--- config.mk ---
export PLATFORM = sky130hd
export DESIGN_NAME = id_stage_reg
export DESIGN_NICKNAME = d
export VERILOG_FILES = /design/src/rtl/id_stage_reg.sv
export SDC_FILE = /design/constraint.sdc
export NUM_CORES = 1
export LEC_CHECK = 0
export ABC_AREA = 1
export CORE_AREA = 4 4 226 228
export CTS_CLUSTER_DIAMETER = 200
export DETAILED_ROUTE_END_ITERATION = 7
export DIE_AREA = 0 0 230 232
export PLACE_DENSITY_LB_ADDON = 0.08
export SYNTH_ARGS = -nofsm -noshare
export SYNTH_HDL_FRONTEND = slang
export SYNTH_SLANG_ARGS = --single-unit
--- constraint.sdc ---
create_clock -name clk -period 2.2 [get_ports clk]
set_input_delay 0.44 -clock clk [delete_from_list [all_inputs] [get_ports clk]]
set_output_delay 0.44 -clock clk [all_outputs]
set_load 0.02 [all_outputs]
--- src/rtl/id_stage_reg.sv ---
// id_stage_reg: RV64I instruction-decode stage feeding the ID/EX pipeline register.
//
// Slices the fetched instruction into register-file read indices, decodes the
// main control and sign-extended immediate, and captures them with the operands
// into the ID/EX register under a valid/ready handshake. A load-use hazard
// against the instruction in ID/EX inserts one bubble; flush kills ID/EX.
//
// Optional feature (compile-time macro ID_WB_BYPASS_EN): when defined, each
// captured operand takes wb_WriteData instead of the register-file data if
// write-back targets the same non-zero register in that cycle.
//
// Ports:
//   clk, reset          clock, asynchronous active-low reset
//   if_valid/if_ready   fetch-side handshake; if_instr, if_pc instruction and PC
//   rs1, rs2            combinational read indices to the register file
//   rf_ReadData1/2      register-file read data
//   wb_RegWrite/rd/WriteData  snooped write-back port (bypass only)
//   flush               kill ID/EX contents
//   ex_ready            execute stage accepts
//   id_*                registered ID/EX contents (valid, PC, operands, imm, rd,
//                       funct, control bits, ALU op class)
module id_stage_reg #(
  parameter int unsigned XLEN = 64,
  parameter int unsigned AW   = 5
) (
  input  logic            clk,
  input  logic            reset,
  input  logic            if_valid,
  output logic            if_ready,
  input  logic [31:0]     if_instr,
  input  logic [XLEN-1:0] if_pc,
  output logic [AW-1:0]   rs1,
  output logic [AW-1:0]   rs2,
  input  logic [XLEN-1:0] rf_ReadData1,
  input  logic [XLEN-1:0] rf_ReadData2,
  input  logic            wb_RegWrite,
  input  logic [AW-1:0]   wb_rd,
  input  logic [XLEN-1:0] wb_WriteData,
  input  logic            flush,
  input  logic            ex_ready,
  output logic            id_valid,
  output logic [XLEN-1:0] id_pc,
  output logic [XLEN-1:0] id_ReadData1,
  output logic [XLEN-1:0] id_ReadData2,
  output logic [XLEN-1:0] id_imm,
  output logic [AW-1:0]   id_rd,
  output logic [3:0]      id_funct,
  output logic            id_RegWrite,
  output logic            id_MemRead,
  output logic            id_MemWrite,
  output logic            id_Branch,
  output logic            id_ALUSrc,
  output logic            id_MemtoReg,
  output logic [1:0]      id_ALUOp
);

  localparam logic [6:0] OpR      = 7'b0110011;
  localparam logic [6:0] OpImm    = 7'b0010011;
  localparam logic [6:0] OpLoad   = 7'b0000011;
  localparam logic [6:0] OpStore  = 7'b0100011;
  localparam logic [6:0] OpBranch = 7'b1100011;

  logic            w_reg_write, w_mem_read, w_mem_write, w_branch, w_alu_src, w_mem_to_reg;
  logic [1:0]      w_alu_op;
  logic [XLEN-1:0] w_imm;
  logic            w_uses_rs1, w_uses_rs2;
  logic            w_hazard, w_advance;
  logic [XLEN-1:0] w_op1, w_op2;

  logic            r_valid;
  logic [XLEN-1:0] r_pc, r_rd1, r_rd2, r_imm;
  logic [AW-1:0]   r_rd;
  logic [3:0]      r_funct;
  logic            r_reg_write, r_mem_read, r_mem_write, r_branch, r_alu_src, r_mem_to_reg;
  logic [1:0]      r_alu_op;

  assign rs1 = if_instr[19:15];
  assign rs2 = if_instr[24:20];

  always_comb begin
    w_reg_write  = 1'b0;
    w_mem_read   = 1'b0;
    w_mem_write  = 1'b0;
    w_branch     = 1'b0;
    w_alu_src    = 1'b0;
    w_mem_to_reg = 1'b0;
    w_alu_op     = 2'b00;
    w_imm        = '0;
    w_uses_rs1   = 1'b0;
    w_uses_rs2   = 1'b0;
    case (if_instr[6:0])
      OpR: begin
        w_reg_write = 1'b1;
        w_alu_op    = 2'b10;
        w_uses_rs1  = 1'b1;
        w_uses_rs2  = 1'b1;
      end
      OpImm: begin
        w_alu_src   = 1'b1;
        w_reg_write = 1'b1;
        w_alu_op    = 2'b10;
        w_imm       = {{(XLEN-12){if_instr[31]}}, if_instr[31:20]};
        w_uses_rs1  = 1'b1;
      end
      OpLoad: begin
        w_alu_src    = 1'b1;
        w_mem_to_reg = 1'b1;
        w_reg_write  = 1'b1;
        w_mem_read   = 1'b1;
        w_imm        = {{(XLEN-12){if_instr[31]}}, if_instr[31:20]};
        w_uses_rs1   = 1'b1;
      end
      OpStore: begin
        w_alu_src   = 1'b1;
        w_mem_write = 1'b1;
        w_imm       = {{(XLEN-12){if_instr[31]}}, if_instr[31:25], if_instr[11:7]};
        w_uses_rs1  = 1'b1;
        w_uses_rs2  = 1'b1;
      end
      OpBranch: begin
        w_branch   = 1'b1;
        w_alu_op   = 2'b01;
        w_imm      = {{(XLEN-13){if_instr[31]}}, if_instr[31], if_instr[7],
                      if_instr[30:25], if_instr[11:8], 1'b0};
        w_uses_rs1 = 1'b1;
        w_uses_rs2 = 1'b1;
      end
      default: ;  // unknown opcode passes through as a NOP
    endcase
  end

  // Load in ID/EX whose result is needed now; x0 is never a real dependency.
  assign w_hazard = if_valid & r_valid & r_mem_read & (r_rd != '0) &
                    ((w_uses_rs1 & (r_rd == rs1)) | (w_uses_rs2 & (r_rd == rs2)));
  assign w_advance = ~r_valid | ex_ready;
  assign if_ready  = w_advance & ~w_hazard & ~flush;

`ifdef ID_WB_BYPASS_EN
  // Register file has no write-before-read, so forward a same-cycle write-back.
  assign w_op1 = (wb_RegWrite && (wb_rd != '0) && (wb_rd == rs1)) ? wb_WriteData : rf_ReadData1;
  assign w_op2 = (wb_RegWrite && (wb_rd != '0) && (wb_rd == rs2)) ? wb_WriteData : rf_ReadData2;
`else
  logic w_unused_wb;
  assign w_unused_wb = ^{wb_RegWrite, wb_rd, wb_WriteData};
  assign w_op1 = rf_ReadData1;
  assign w_op2 = rf_ReadData2;
`endif

  always_ff @(posedge clk or negedge reset) begin
    if (!reset) begin
      r_valid      <= 1'b0;
      r_pc         <= '0;
      r_rd1        <= '0;
      r_rd2        <= '0;
      r_imm        <= '0;
      r_rd         <= '0;
      r_funct      <= '0;
      r_reg_write  <= 1'b0;
      r_mem_read   <= 1'b0;
      r_mem_write  <= 1'b0;
      r_branch     <= 1'b0;
      r_alu_src    <= 1'b0;
      r_mem_to_reg <= 1'b0;
      r_alu_op     <= '0;
    end else if (flush) begin
      r_valid <= 1'b0;
    end else if (w_advance && w_hazard) begin
      r_valid <= 1'b0;  // bubble; fetch holds the dependent instruction
    end else if (w_advance) begin
      r_valid <= if_valid;
      if (if_valid) begin
        r_pc         <= if_pc;
        r_rd1        <= w_op1;
        r_rd2        <= w_op2;
        r_imm        <= w_imm;
        r_rd         <= if_instr[11:7];
        r_funct      <= {if_instr[30], if_instr[14:12]};
        r_reg_write  <= w_reg_write;
        r_mem_read   <= w_mem_read;
        r_mem_write  <= w_mem_write;
        r_branch     <= w_branch;
        r_alu_src    <= w_alu_src;
        r_mem_to_reg <= w_mem_to_reg;
        r_alu_op     <= w_alu_op;
      end
    end
  end

  assign id_valid     = r_valid;
  assign id_pc        = r_pc;
  assign id_ReadData1 = r_rd1;
  assign id_ReadData2 = r_rd2;
  assign id_imm       = r_imm;
  assign id_rd        = r_rd;
  assign id_funct     = r_funct;
  assign id_RegWrite  = r_reg_write;
  assign id_MemRead   = r_mem_read;
  assign id_MemWrite  = r_mem_write;
  assign id_Branch    = r_branch;
  assign id_ALUSrc    = r_alu_src;
  assign id_MemtoReg  = r_mem_to_reg;
  assign id_ALUOp     = r_alu_op;

endmodule

==> impl_results.md, run 1 <==
- TritonCTS clock tree: yes
- Crit-path cells: or2_1 -> a21oi_1 -> nand3_1 -> nand2_2 -> a21oi_2 -> buf_6
- RD Place Congestion: 0.770
- Fin. Hold Viols: 0
- Kind of capture point of the worst setup path: output port
- CP Class: flop to output port
- Tcrit/Tclk final: 100%
- Crit path depth: 6
- Clk Latency, worst-skew pair: 0.56 ns
- Num ports: 584
- Async SR Flop Fraction: 100%
- Initial cell density of the core: 19.7%
- Antenna violations before repair: 8
- Crit-path max FO: 6
- Die H: 232 um
- First-pass GRT wire length: 62.0 mm
- Initial drt markers: 371
- Die X: 230 um
- DRC Markers: 0
- Clock network power share: 35.2%
- Largest net degree at the start of global routing: 54
- Avg Inst Size Synth: 8.57 sq um
- Area contributors post-synth: dfrtp_1 (58%), nand2_1 (19%), nand3_1 (12%), buf_4 (6.3%), inv_1 (1.0%)
- Sw Share: 30.4%
- Setup Skew: 0.0225 ns
- Final nets: 1908
- Clk slew on worst S/H paths: 0.06 ns
- Post-synth cell types: 24
- Pre-Repair DR Iteration Count: 4
- Row cnt: 81
- Final setup violation count: 1
- Psw: 3.99 mW
- Clock tree buffer depth: 3
- Flops & latches, synth: 222
- Relative slew slack: 73.2%
- Wirelength, routed: 40.8 mm
- Pre-CTS setup slack: -0.407 ns
- Num CTS Buffers: 29
- H-tree Lvls: 1
- Most frequent cells after synthesis: nand2_1 (475), nand3_1 (227), dfrtp_1 (222), buf_4 (81), inv_1 (26)
- Share of post-route cells with drive strength above 1: 8.28%
- CP peak stage delay: 0.44 ns
- Number of global-route vias before repair: 9826
- Internal: 9.14 mW
- Synth warn: 0
- Worst path top cell family by delay: simple AND/OR/NAND/NOR gates
- Flop pwr share: 38.0%
- Dpl hpwl: 30.5 mm
- R2r worst-path depth: 10
- CTS sink cnt: 222
- PwrDens: 790 nW/um^2
- Arr. time, crit path: 1.77 ns
- # Max-Cap Violations: 0
- Worst Hold Class: input port to asynchronous set/reset pin
- Total Routing Usage GR: 14.8%
- Setup ws final: -0.00634 ns
- Tightest Pin Transition: 0.403 ns
- Failing checks: negative setup slack
- Clk root buf: clkbuf_16
- Slew Viols, Final: 0
- RSZ-0062 raised after global routing: true
- Primary FF master, synth: dfrtp_1
- Vias: 9163
- CP startpoint kind: flop
- Area delta synth->final: 72.5%
- Gate power share: 26.8%
- Buf+Inv Stages, Crit Path: 1
- Hold_ws: 0.412 ns
- Outcome: complete, but fails checks
- GRT overflow: 0
- Net Count, Synth: 1423
- WP data required: 1.76 ns
- LEAKAGE: 8.10 nW
- Core area: 48800 sq um
- EDFF count, synth: 0
- ANT nets after route: 0
- Die area: 53400 sq um
- Sum Neg Setup Slack: -0.00634 ns
- CP max stage cell: dfrtp_1
- Port Buf Inserts: 513
- Fmax: 453 MHz
- VDD IR max: 520 uV
- WL/cell: 17.8 um
- Mapped Area: 9630 sq um
- Vias/cell: 3.99
- Crit path time final: 2.21 ns
- Cells after Synth: 1124
- Sequential share of the synthesized area: 57.7%
- Most frequent cell after synthesis: nand2_1
- Yosys top cell area share: 57.7%
- Most area-hungry cell type in the Yosys netlist: dfrtp_1
==> final cells by class <==
| class | instances | area (sq um) |
|---|---|---|
| fill | 5134 | 32200 |
| tap | 664 | 831 |
| timing repair buffer | 588 | 6000 |
| antenna | 4 | 10.0 |
| clock inverter | 8 | 70.1 |
| multi-input combinational | 741 | 3190 |
| inverter | 27 | 101 |
| clock buffer | 44 | 852 |
| sequential | 222 | 5560 |
==> flip-flops by register name, indices dropped and copies added, names as in the netlist <==
register,flops
id_ALUOp,2
id_ALUSrc,1
id_Branch,1
id_MemWrite,1
id_MemtoReg,1
id_ReadData1,64
id_ReadData2,64
id_RegWrite,1
id_funct,4
id_imm,13
id_pc,64
id_rd,5
id_valid,1
==> logic make-up after synthesis <==
logic type      synth area share, %
simple gates                   31.7
flops                          57.7
buf+inv                        9.72
compound gates                0.442
xor+xnor                      0.455
==> worst register-to-register path, stage by stage (launching register included) <==
cell,delay [ns]
dfrtp_1,0.44
or2_1,0.25
a21oi_1,0.13
nand3_1,0.11
nand2_2,0.10
buf_4,0.12
nand3_4,0.12
nand2_8,0.21
buf_4,0.28
nand2_1,0.09
nand2_1,0.07
==> path summary, 6_finish.rpt <==
path	startpoint	end	slack [ns]
max in group asynchronous	reset	id_ReadData2[39]	1.18
min in group clk	if_pc[12]	id_pc[12]	0.44
worst min-delay path	reset	id_ReadData2[37]	0.41
worst max register to register	id_rd[1]	id_ReadData2[49]	0.20
worst min register to register	id_ReadData1[41]	id_ReadData1[41]	0.47
worst max-delay path	id_rd[1]	if_ready	-0.006
==> per-layer routing <==
metal | wire length (um) | track usage [%] | vias up
met5 | 41 | 0 | -
met1 | 16500 | 17.9 | 4303
met2 | 19000 | 24.1 | 310
li1 | - | - | 4495
met3 | 4390 | 7.26 | 49
met4 | 845 | 3.14 | 6
==> repair_timing <==
item	in CTS	in global routing
pin swaps	1	4
endpoints found under the hold margin	33	0
endpoints found under the setup margin	56	1
setup buffers	1	0
gates cloned	0	0
resized for setup	64	5
hold buffers	1	0
==> through the flow <==
stage	util [%]	std cells	total power [mW]	instance area, sq um
final	34.0	2298	13.1	16600
after detailed placement	32.2	2240	8.64	15700
after CTS	34.0	2294	13.4	16600
after global routing	34.0	2296	13.9	16600
after floorplan	-	1124	6.45	9630
after global placement	32.2	2240	8.64	15700
==> cell usage in the layout, fill, tap and decap left out, types with 2 or more instances in the layout <==
| master | n |
|---|---|
| clkdlybuf4s50_1 | 457 |
| nand4_1 | 2 |
| xnor2_1 | 2 |
| o21ai_0 | 2 |
| nor2_1 | 15 |
| clkinvlp_4 | 2 |
| inv_1 | 25 |
| nor2_4 | 3 |
| clkinv_2 | 5 |
| a21oi_1 | 2 |
| dfrtp_1 | 219 |
| inv_2 | 2 |
| clkbuf_1 | 8 |
| dfrtp_2 | 3 |
| dlygate4sd2_1 | 54 |
| nand2_1 | 474 |
| nand3_1 | 227 |
| o21ai_1 | 2 |
| clkbuf_16 | 29 |
| buf_4 | 45 |
| xor2_1 | 2 |
| diode_2 | 4 |
| clkbuf_8 | 7 |
| buf_12 | 29 |
==> power groups by stage <==
| stage | logic [mW] | registers, mW | clock network (mW) |
|---|---|---|---|
| 6_report | 3.52 | 4.98 | 4.62 |
| 4_1_cts | 3.59 | 4.99 | 4.84 |
| 3_3_place_gp | 3.60 | 5.04 | 0 |
| 3_5_place_dp | 3.59 | 5.05 | 0 |
| 2_1_floorplan | 0.734 | 5.72 | 0 |
| 5_1_grt | 3.81 | 5.06 | 5.00 |
Power figures use the tool's default switching activity.
==> run 2: changes to the inputs <==
- CORE_AREA: 4 4 226 228 -> 4 4 227 229
- DIE_AREA: 0 0 230 232 -> 0 0 231 233
- RECOVER_POWER: unset -> 50
==> run 2 against run 1 <==
- the flow now finishes without violations
- clock skew is 0.0023 ns lower
- sequential share of layout area is 0.16 points higher
- via count is 0.64% lower
==> impl_results.md, run 2 (synthesis gave the netlist of run 1 again) <==
- LEAKAGE: 8.07 nW (-0.40%)
- Num ports: 584 (unchanged)
- DRC Markers: 0 (unchanged)
- Setup slack, reg-to-reg: 0.18 ns (-0.02 ns)
- Crit-path max FO: 6 (unchanged)
- Share of post-route cells with drive strength above 1: 8.47% (+0.19 points)
- RSZ-0062 raised after global routing: true
- First-pass GRT wire length: 60.3 mm (-2.7%)
- PwrDens: 802 nW/um^2 (+1.6%)
- Setup Skew: 0.0202 ns (-0.00225 ns)
- Clk root buf: clkbuf_16
- CP startpoint kind: flop
- CTS sink cnt: 222 (unchanged)
- CP Class: flop to output port
- VDD IR max: 592 uV (+14%)
- H-tree Lvls: 1 (unchanged)
- Worst Hold Class: input port to flop
- Met3 usage: 6.07% (-1.2 points)
- Pre-Repair DR Iteration Count: 5 (+1)
- Slew Viols, Final: 0 (unchanged)
- Tightest Pin Transition: 1.49 ns (+1.08 ns)
- Die X: 231 um (+0.43%)
- Arr. time, crit path: 1.74 ns (-0.03 ns)
- ANT nets after route: 0 (unchanged)
- Core area: 49700 sq um (+1.7%)
- Tcrit/Tclk final: 99.2% (-1.0 points)
- Final nets: 1908 (unchanged)
- Area delta synth->final: 71.8%
- Clk Latency, worst-skew pair: 0.56 ns (about the same)
- Total Routing Usage GR: 14.2% (-0.60 points)
- Setup ws final: 0.0165 ns (+0.0229 ns)
- Met2 usage in global routing: 22.8% (-1.2 points)
- Fin. Hold Viols: 0 (unchanged)
- Number of global-route vias before repair: 9505 (-3.3%)
- Clk slew on worst S/H paths: 0.06 ns (about the same)
- WL/cell: 17.3 um (-2.4%)
- Most common cell after layout, fill and taps aside: nand2_1
- Pre-CTS setup slack: -0.411 ns (-0.00370 ns)
- # Max-Cap Violations: 0 (unchanged)
- GRT overflow: 0 (unchanged)
- Final setup violation count: 0 (-1)
- Largest net degree at the start of global routing: 57 (+5.6%)
- Tot Pwr: 13.3 mW (+1.1%)
- WP data required: 1.76 ns (about the same)
- Vias: 9104 (-0.64%)
- TritonCTS clock tree: yes
- Vias/cell: 3.95 (-0.82%)
- Num CTS Buffers: 29 (unchanged)
- Dpl hpwl: 29.4 mm (-3.3%)
- Die H: 233 um (+0.43%)
- Antenna violations before repair: 2 (-6)
- RD Place Congestion: 0.770 (about the same)
- Port Buf Inserts: 513 (unchanged)
- Initial drt markers: 487 (+31%)
- Outcome: completed
- Die area: 53800 sq um (+0.87%)
- GR met1 Demand/Resource: 18.1% (+0.26 points)
- Row cnt: 82 (+1.2%)
- Crit path time final: 2.18 ns (-0.0229 ns)
- Most frequent cells in the layout: nand2_1 (474), clkdlybuf4s50_1 (458), nand3_1 (227)
- Initial cell density of the core: 19.4% (-0.32 points)
- Clock tree buffer depth: 3 (unchanged)
- Kind of capture point of the worst setup path: output port
- Relative slew slack: 0.978% (-72 points)
- Global route hottest layer: met2
- Fmax: 458 MHz (+1.0%)
- Sum Neg Setup Slack: 0 ns (+0.00634 ns)
- Wirelength, routed: 39.9 mm (-2.2%)
[run 2: timing repair]
item                                    in CTS  in global routing
endpoints found under the setup margin      56                  1
hold endpoints to repair                    49                  0
pin swaps                                    1                  2
setup buffers                                0                  2
gates cloned                                 0                  0
resized for setup                           61                  8
hold buffers                                 1                  0
[run 2: critical path, stage by stage, from the launching register on]
cell     delay [ns]
dfrtp_2        0.47
xnor2_1        0.17
nand2_1        0.08
nor2_1         0.11
nand2_1        0.07
nand2_2        0.09
a21oi_2        0.06
buf_6          0.13
[run 2: metrics by stage]
stage	cells	instance area (sq um)	hold slack, ns	utilization, %
finish	2302	16500	0.434	33.3
floorplan	1124	9630	0.144	-
detailed placement	2247	15600	0.442	31.5
CTS	2299	16600	0.389	33.3
global placement	2247	15600	0.445	31.5
global route	2301	16500	0.412	33.3
[run 2: per-layer routing]
| metal | part of all wire, % | wire (um) | vias up |
|---|---|---|---|
| li1 | - | - | 4475 |
| met1 | 42 | 16900 | 4263 |
| met2 | 46 | 18400 | 316 |
| met3 | 9.9 | 3940 | 46 |
| met4 | 1.6 | 632 | 4 |
| met5 | 0.080 | 32 | - |
[run 2: final cells by class]
cell class                      count  area (sq um)
Fill cell                        5251         33100
Multi-Input combinational cell    741          3170
Antenna cell                        1          2.50
Clock buffer                       43           868
Clock inverter                      8          98.8
Inverter                           27           101
Timing Repair Buffer              588          5890
Sequential cell                   222          5560
Tap cell                          672           841
[run 2: power by group]
group          internal [mW]  switching (mW)
Clock                   2.93            1.87
Combinational           1.70            1.78
Sequential              4.65           0.328
Total                   9.29            3.98
[run 2: final timing paths]
check | startpoint | end | cells after the start
max in group asynchronous | reset | id_ReadData2[6] | 3
hold reg to reg | id_pc[17] | id_pc[17] | 2
setup reg to reg | id_rd[3] | id_ReadData2[42] | 11
min in group asynchronous | reset | id_ReadData2[36] | 2
setup / recovery | id_rd[3] | if_ready | 7
hold / removal | if_instr[14] | id_funct[2] | 3
